### src/rtl/vram_write_arbiter.sv
// rtl/vram_write_arbiter.sv - round-robin write-port arbiter for the character video RAM with full-screen clear
module vram_write_arbiter #(
  parameter int ADDR_W       = 12,
  parameter int DATA_W       = 8,
  parameter int SCREEN_CELLS = 2100
) (
  input  logic              clk_i,
  input  logic              rst_i,
  input  logic [2:0]        req_i,
  input  logic [ADDR_W-1:0] addr0_i,
  input  logic [ADDR_W-1:0] addr1_i,
  input  logic [ADDR_W-1:0] addr2_i,
  input  logic [DATA_W-1:0] data0_i,
  input  logic [DATA_W-1:0] data1_i,
  input  logic [DATA_W-1:0] data2_i,
  output logic [2:0]        gnt_o,
  input  logic              clr_start_i,
  output logic              clr_busy_o,
  output logic              wr_en_o,
  output logic [ADDR_W-1:0] wr_addr_o,
  output logic [DATA_W-1:0] wr_data_o,
  output logic [7:0]        drop_cnt_o
);

  localparam int                CNT_W     = $clog2(SCREEN_CELLS);
  localparam logic [CNT_W-1:0]  CNT_LAST  = CNT_W'(SCREEN_CELLS - 1);
  localparam logic [ADDR_W:0]   CELLS_LIM = (ADDR_W + 1)'(SCREEN_CELLS);

  typedef enum logic {ST_ARB, ST_CLEAR} state_t;

  state_t            state_q;
  logic [1:0]        ptr_q;
  logic [CNT_W-1:0]  clr_cnt_q;
  logic              wr_en_q;
  logic [ADDR_W-1:0] wr_addr_q;
  logic [DATA_W-1:0] wr_data_q;
  logic [7:0]        drop_cnt_q;

  logic [1:0]        p0, p1, p2;
  logic [1:0]        win_d;
  logic              any_d;
  logic              arb_ok;
  logic [2:0]        gnt_d;
  logic [ADDR_W-1:0] sel_addr;
  logic [DATA_W-1:0] sel_data;

  // Search order starts one past the last granted requester and wraps
  always_comb begin
    p0 = 2'd0;
    p1 = 2'd1;
    p2 = 2'd2;
    case (ptr_q)
      2'd0:    begin p0 = 2'd1; p1 = 2'd2; p2 = 2'd0; end
      2'd1:    begin p0 = 2'd2; p1 = 2'd0; p2 = 2'd1; end
      default: begin p0 = 2'd0; p1 = 2'd1; p2 = 2'd2; end
    endcase
  end

  // Pick the winner; clear and reset both suppress any grant
  always_comb begin
    win_d  = p0;
    any_d  = 1'b0;
    gnt_d  = 3'b000;
    arb_ok = (state_q == ST_ARB) && !clr_start_i && !rst_i;
    if (req_i[p0]) begin
      win_d = p0; any_d = 1'b1;
    end else if (req_i[p1]) begin
      win_d = p1; any_d = 1'b1;
    end else if (req_i[p2]) begin
      win_d = p2; any_d = 1'b1;
    end
    if (arb_ok && any_d) begin
      gnt_d[win_d] = 1'b1;
    end
  end

  // Route the winner's address and data toward the write registers
  always_comb begin
    sel_addr = addr0_i;
    sel_data = data0_i;
    case (win_d)
      2'd1:    begin sel_addr = addr1_i; sel_data = data1_i; end
      2'd2:    begin sel_addr = addr2_i; sel_data = data2_i; end
      default: begin sel_addr = addr0_i; sel_data = data0_i; end
    endcase
  end

  // Arbitration / clear state machine with registered port-A outputs
  always_ff @(posedge clk_i or posedge rst_i) begin
    if (rst_i) begin
      state_q    <= ST_ARB;
      ptr_q      <= 2'd2;
      clr_cnt_q  <= '0;
      wr_en_q    <= 1'b0;
      wr_addr_q  <= '0;
      wr_data_q  <= '0;
      drop_cnt_q <= 8'd0;
    end else begin
      case (state_q)
        ST_ARB: begin
          if (clr_start_i) begin
            state_q   <= ST_CLEAR;
            clr_cnt_q <= '0;
            wr_en_q   <= 1'b0;
          end else if (|gnt_d) begin
            ptr_q <= win_d;
            if ({1'b0, sel_addr} < CELLS_LIM) begin
              wr_en_q   <= 1'b1;
              wr_addr_q <= sel_addr;
              wr_data_q <= sel_data;
            end else begin
              // Off-screen writes are consumed so the requester is not stuck
              wr_en_q <= 1'b0;
              if (drop_cnt_q != 8'hFF) begin
                drop_cnt_q <= drop_cnt_q + 8'd1;
              end
            end
          end else begin
            wr_en_q <= 1'b0;
          end
        end
        ST_CLEAR: begin
          wr_en_q   <= 1'b1;
          wr_addr_q <= ADDR_W'(clr_cnt_q);
          wr_data_q <= '0;
          if (clr_cnt_q == CNT_LAST) begin
            state_q <= ST_ARB;
          end else begin
            clr_cnt_q <= clr_cnt_q + 1'b1;
          end
        end
      endcase
    end
  end

  assign gnt_o      = gnt_d;
  assign clr_busy_o = (state_q == ST_CLEAR);
  assign wr_en_o    = wr_en_q;
  assign wr_addr_o  = wr_addr_q;
  assign wr_data_o  = wr_data_q;
  assign drop_cnt_o = drop_cnt_q;

endmodule

### config.mk
export PLATFORM = sky130hd
export DESIGN_NAME = vram_write_arbiter
export DESIGN_NICKNAME = d
export VERILOG_FILES = /design/src/rtl/vram_write_arbiter.sv
export SDC_FILE = /design/constraint.sdc
export NUM_CORES = 1
export LEC_CHECK = 0
export CAP_MARGIN = 5
export CORE_AREA = 2 2 85 87
export DETAILED_ROUTE_END_ITERATION = 8
export DIE_AREA = 0 0 87 89
export PLACE_DENSITY_LB_ADDON = 0.25
export SYNTH_ARGS = -nofsm -noshare
export SYNTH_HDL_FRONTEND = slang
export SYNTH_SLANG_ARGS = --single-unit
### constraint.sdc
create_clock -name clk_i -period 2.9 [get_ports clk_i]
set_clock_uncertainty 0.15 [all_clocks]
set_input_delay 0.29 -clock clk_i [delete_from_list [all_inputs] [get_ports clk_i]]
set_output_delay 0.29 -clock clk_i [all_outputs]
set_load 0.02 [all_outputs]
==> results.cfg, run 1 <==
[run_status]
outcome = finished, violations left
violations = setup timing

[cells_and_area]
synthToLayoutAreaGrowth_pct = 71.2
seqCellArea_um2 = 1100
final_util = 0.687
mostFrequentLayoutCells = clkdlybuf4s50_1 (93), dfrtp_1 (43), buf_4 (36)
n_fill_cell = 476
final_nets = 499
antennaDiodeCount = 0
final_common_cell = clkdlybuf4s50_1
instances_no_fill = 509
drive_gt1_frac = 0.266
multi_input_area_um2 = 1830

[yosys]
synth_area_um2 = 2700
yosys.area.top_type_share = 0.399
synth_top_cell_by_area = dfrtp_1
synthArstFlopShare = 1.00
synth_fp_nets = 364
synth_area_per_cell_um2 = 9.21
synthTopCellsByArea = dfrtp_1 (40%), nand2_1 (4.7%), xor2_1 (4.2%)
netlist_instances = 293
synth_edf_count = 0
ys_types = 47
yosys_warnings = 0
seq_area_frac_synth = 0.409
ys_ff_latch = 44
synth_ff_type = dfrtp_1

[grt]
gr-total-overflow = 0
antenna_found_initial = 0
grt_pass1_vias = 2849
grt_max_degree = 45
grt_pass1_wl_mm = 13.5
grt_usage = 0.223

[placed_design]
pre_cts_ws_ps = -660
numPortBuffers = 98
place.gp.congestion = 0.908
hpwl_mm = 6.09
dp.cells = 489

[setup_path]
cpMaxStageDelayCell = dfstp_2
cp.buffers_inverters = 3
max_stage_delay_ps = 560
worst_r2r_path_depth = 12
critPathKind = reg2reg
rrSetupSlack_ps = -70
path_cells = nand2b_4 > a32oi_2 > buf_4 > buf_6 > ha_4 > a22o_1 > mux2i_4 > nand4bb_4 > o31a_4 > buf_4 > o21ai_1 > a21oi_2
crit_top_cell = buf_4
r2r_end = wr_data_o[2]
arrival_ps = 3000
endpoint_kind = flip-flop
crit_fanout = 9
cp.required_ps = 2930
startpoint_type = flip-flop
cp_top_family = compound AO/OA/AOI/OAI gates
r2r_start = ptr_q[1]
cp-startpoint = ptr_q[1]

[clock_tree]
cts_tree = done
holdBufCountCts = 0
cts.sinks = 44
worstSkewPairLatency_ps = 300
cts_buffers = 5
cts-htree-levels = 2
cts_max_path_buffers = 2
cts_root_buffer = clkbuf_8
clk_pin_slew_ps = 90

[min_path]
hold_end = drop_cnt_o[6]
min_path_type = reg2reg
min_from = drop_cnt_o[6]
holdPathStages = 1

[floorplan]
core_area_um2 = 6720
ios = 99
placementRows = 30
start_util = 0.401
die_w_um = 87
die_area_um2 = 7740
die_h_um = 89

[sta]
relSlewSlack = 0.633
rsz0062_at_grt = true
setup_tns_ps = -947
period_minus_slack_ps = 2970
finalWorstSetupSlack_ps = -72.2
setup_violations = 26
max_freq_ghz = 0.336
worst_pin_slew_ps = 550
maxSlewViolCount = 0
fin_crit_sh = 1.02
hold_viol_final = 0

[power]
p_per_area_nw_per_um2 = 565
total_power_mw = 2.61
p_leak_nw = 1.90
ir_drop_mv = 0.347

[detailed_routing]
drt_wl_total_mm = 8.88
wl_per_cell_um = 17.4
ant_nets = 0
drt_iter0_markers = 135
vias_per_cell = 5.60
num_vias = 2850
drc = 0
drt-pass1-iter-count = 4

[job]
drv_cap = 0
area by class of cell:
cell class	count	share of cell area
Multi-Input combinational cell	214	0.396
Timing Repair Buffer	146	0.305
Sequential cell	44	0.239
Tap cell	80	0.0217
Clock buffer	5	0.0149
Inverter	17	0.0138
Clock inverter	3	0.0100
stage by stage:
| stage | instance area, µm² | hold WS, ps |
|---|---|---|
| after floorplan | 2700 | 316 |
| after global placement | 3960 | 328 |
| after detailed placement | 3960 | 333 |
| after CTS | 4370 | 346 |
| after global routing | 4620 | 353 |
| final | 4620 | 347 |
sequential cells by signal, indices dropped and copies added, names as in the netlist:
signal and cells:
wr_data_o 8, clr_cnt_q 12, ptr_q 2, drop_cnt_o 8, clr_busy_o 1, wr_addr_o 12, wr_en_o 1
power breakdown:
part,switching [mW],internal [mW]
combinational,0.619,0.641
sequential,0.130,0.738
clock,0.223,0.260
synth_stat cells, drive strengths merged, types with 7 or more instances:
library cell  count
nand2            34
a21oi            16
clkbuf           11
xor2             13
nand3            14
nor2             18
inv              17
mux2i             8
dfrtp            43
o21ai            16
buf               7
o2111ai          10
a22oi            15
nor3              9
o311ai           10
kinds of logic (layout without fill, tap and decap cells):
family / count (synthesis) / after routing / share of synthesized area
and+or+nand+nor: 102 / 102 / 0.183
muxes: 9 / 9 / 0.0353
adders and majority gates: 5 / 5 / 0.0232
AOI/OAI and AO/OA: 84 / 84 / 0.240
DFF: 44 / 44 / 0.409
xor gates and xnor gates: 14 / 14 / 0.0455
buffers and inverters: 35 / 171 / 0.0640
worst max-delay path by stage:
stage	to	slack, ps	cells after the start
2_1_floorplan	wr_addr_o[2]	50	12
3_3_place_gp	wr_addr_o[3]	-520	14
3_5_place_dp	wr_addr_o[10]	-660	14
4_1_cts	wr_addr_o[3]	-30	10
5_1_grt	wr_data_o[5]	-140	12
6_report	wr_data_o[2]	-70	12
layer usage:
| metal | track usage | routed length, µm |
|---|---|---|
| met5 | 0 | 0 |
| met4 | 0.0710 | 310 |
| met3 | 0.0536 | 676 |
| met2 | 0.392 | 4340 |
| met1 | 0.272 | 3560 |
timing repair:
action | 4_1_cts | 5_1_grt
gates cloned | 2 | 0
pin swaps | 9 | 26
resized for setup | 55 | 42
endpoints found under the setup margin | 30 | 27
buffers inserted | 6 | 6
Power figures use the tool's default switching activity.
==> run 2: changes to the inputs <==
- CORE_AREA: 2 2 85 87 -> 3 3 86 88
- DIE_AREA: 0 0 87 89 -> 0 0 89 91
- MAX_ROUTING_LAYER: default -> met4
==> run 2 against run 1 <==
Effect of this change:
- the run still ends with setup timing left
- via count down 0.70%
- final area fell by 4.3%
- global-route usage down 1.0 points
- first-iteration DRC count up 3.7%
- sequential cell count unchanged
- sequential share of layout area rose by 1.1 points
- highest routed layer unchanged
- clock power barely moved
- utilization down 2.9 points
- wire length down 1.1%
- die area grew 4.6%
- sequential power up 0.8%
- non-clock buffer count shrank 1
- critical endpoint is now wr_addr_o[3]
==> results.cfg, run 2 (same netlist as run 1, synthesis figures left out) <==
[setup_path]
endpoint_kind = flip-flop
r2r_start = ptr_q[1]
critPathKind = reg2reg
arrival_ps = 3030
startpoint_type = flip-flop
crit_fanout = 7
cp.required_ps = 2940
cp-startpoint = ptr_q[1]

[placed_design]
hpwl_mm = 6.21
numPortBuffers = 98
place.gp.congestion = 0.852
dp.cells = 485

[cells_and_area]
antennaDiodeCount = 0
synthToLayoutAreaGrowth_pct = 63.9
n_fill_cell = 542
final_nets = 498
final_common_cell = clkdlybuf4s50_1
instances_no_fill = 508
mostFrequentLayoutCells = clkdlybuf4s50_1 (93), dfrtp_1 (43), buf_4 (40)
drive_gt1_frac = 0.245

[detailed_routing]
num_vias = 2830
drc = 0
vias_per_cell = 5.57
drt-pass1-iter-count = 4
drt_iter0_markers = 140
drt_wl_total_mm = 8.78
ant_nets = 0
wl_per_cell_um = 17.3

[sta]
worst_pin_slew_ps = 541
finalWorstSetupSlack_ps = -91.2
hold_viol_final = 0
relSlewSlack = 0.639
period_minus_slack_ps = 2990
setup_tns_ps = -166
setup_violations = 5
hold_ws_ps = 359
maxSlewViolCount = 0
fin_crit_sh = 1.03
rsz0062_at_grt = true
max_freq_ghz = 0.334

[clock_tree]
cts_max_path_buffers = 2
worstSkewPairLatency_ps = 300
cts-htree-levels = 2
holdBufCountCts = 0
clk_pin_slew_ps = 90
cts_root_buffer = clkbuf_8
cts_buffers = 5
cts_tree = done
cts.sinks = 44

[floorplan]
die_w_um = 89
placementRows = 30
die_area_um2 = 8100
core_area_um2 = 6720
start_util = 0.401
die_h_um = 91
ios = 99

[min_path]
min_path_type = reg2reg
min_from = drop_cnt_o[6]

[power]
ir_drop_mv = 0.264
total_power_mw = 2.54
p_leak_nw = 1.86
p_per_area_nw_per_um2 = 575

[grt]
grt_usage = 0.213
antenna_found_initial = 0
gr-total-overflow = 0
grt_pass1_vias = 2771
grt_pass1_wl_mm = 13.2
grt_max_degree = 45

[run_status]
violations = setup timing
outcome = finished, violations left

[job]
drv_cap = 0
==> run 2: cell types whose count changed in the layout (fill, tap and decap cells not counted), moves of 3 or more <==
| cell | change |
|---|---|
| nor3_1 | +5 |
| o2111ai_4 | -5 |
| buf_4 | +4 |
| buf_6 | -3 |
| nor2_4 | -3 |
| nor3_2 | -3 |
| o2111ai_1 | +3 |
==> run 2: layout make-up <==
class / count / area [µm²] / share of cell area
multi-input cells: 214 / 1670 / 0.377
clock buffers: 5 / 68.8 / 0.0156
flip-flops and latches: 44 / 1100 / 0.249
clock inverters: 3 / 46.3 / 0.0105
repair buffers: 145 / 1370 / 0.310
inverters: 17 / 63.8 / 0.0144
well taps: 80 / 100 / 0.0226
==> run 2: per-stage QoR <==
stage / util / worst slack [ps] / instance area [µm²]
final: 0.658 / -91.2 / 4420
after global routing: 0.658 / -159 / 4420
after detailed placement: 0.586 / -669 / 3940
after floorplan: - / 52.3 / 2700
after global placement: 0.586 / -542 / 3940
after CTS: 0.629 / -2.29 / 4230
==> run 2: power by group <==
part | internal [mW] | switching, mW | total, mW
combinational | 0.611 | 0.572 | 1.18
clock | 0.260 | 0.224 | 0.484
sequential | 0.738 | 0.137 | 0.875
total | 1.61 | 0.932 | 2.54
==> run 2: worst paths after layout <==
kind	to	slack, ps	depth (start not counted)
min	drop_cnt_o[6]	360	1
max in group asynchronous	ptr_q[1]	1840	3
max	wr_addr_o[3]	-90	10
min in group asynchronous	wr_addr_o[1]	390	3
max reg2reg	wr_addr_o[3]	-90	10
min reg2reg	drop_cnt_o[6]	360	1
==> run 2: what timing repair did <==
item                       in CTS  in global routing
gates resized for setup        35                 35
pin swaps                       7                 16
setup endpoints to repair      31                 31
buffers inserted                7                 10
==> run 2: per-layer routing <==
| metal | up-vias | GRT usage | wire length [µm] |
|---|---|---|---|
| li1 | 1341 | - | - |
| met1 | 1350 | 0.269 | 3590 |
| met2 | 121 | 0.336 | 4330 |
| met3 | 18 | 0.0554 | 656 |
| met4 | 0 | 0.0608 | 207 |
| met5 | - | - | 0 |
==> run 2: worst max-delay path: stages, from the launching register on <==
cell and delay (ps):
dfstp_2 570, nand2b_1 100, a32oi_1 90, buf_4 170, ha_4 340, buf_12 130
mux2i_4 260, nand4bb_4 170, o31a_4 410, or3_4 390, o311ai_2 100
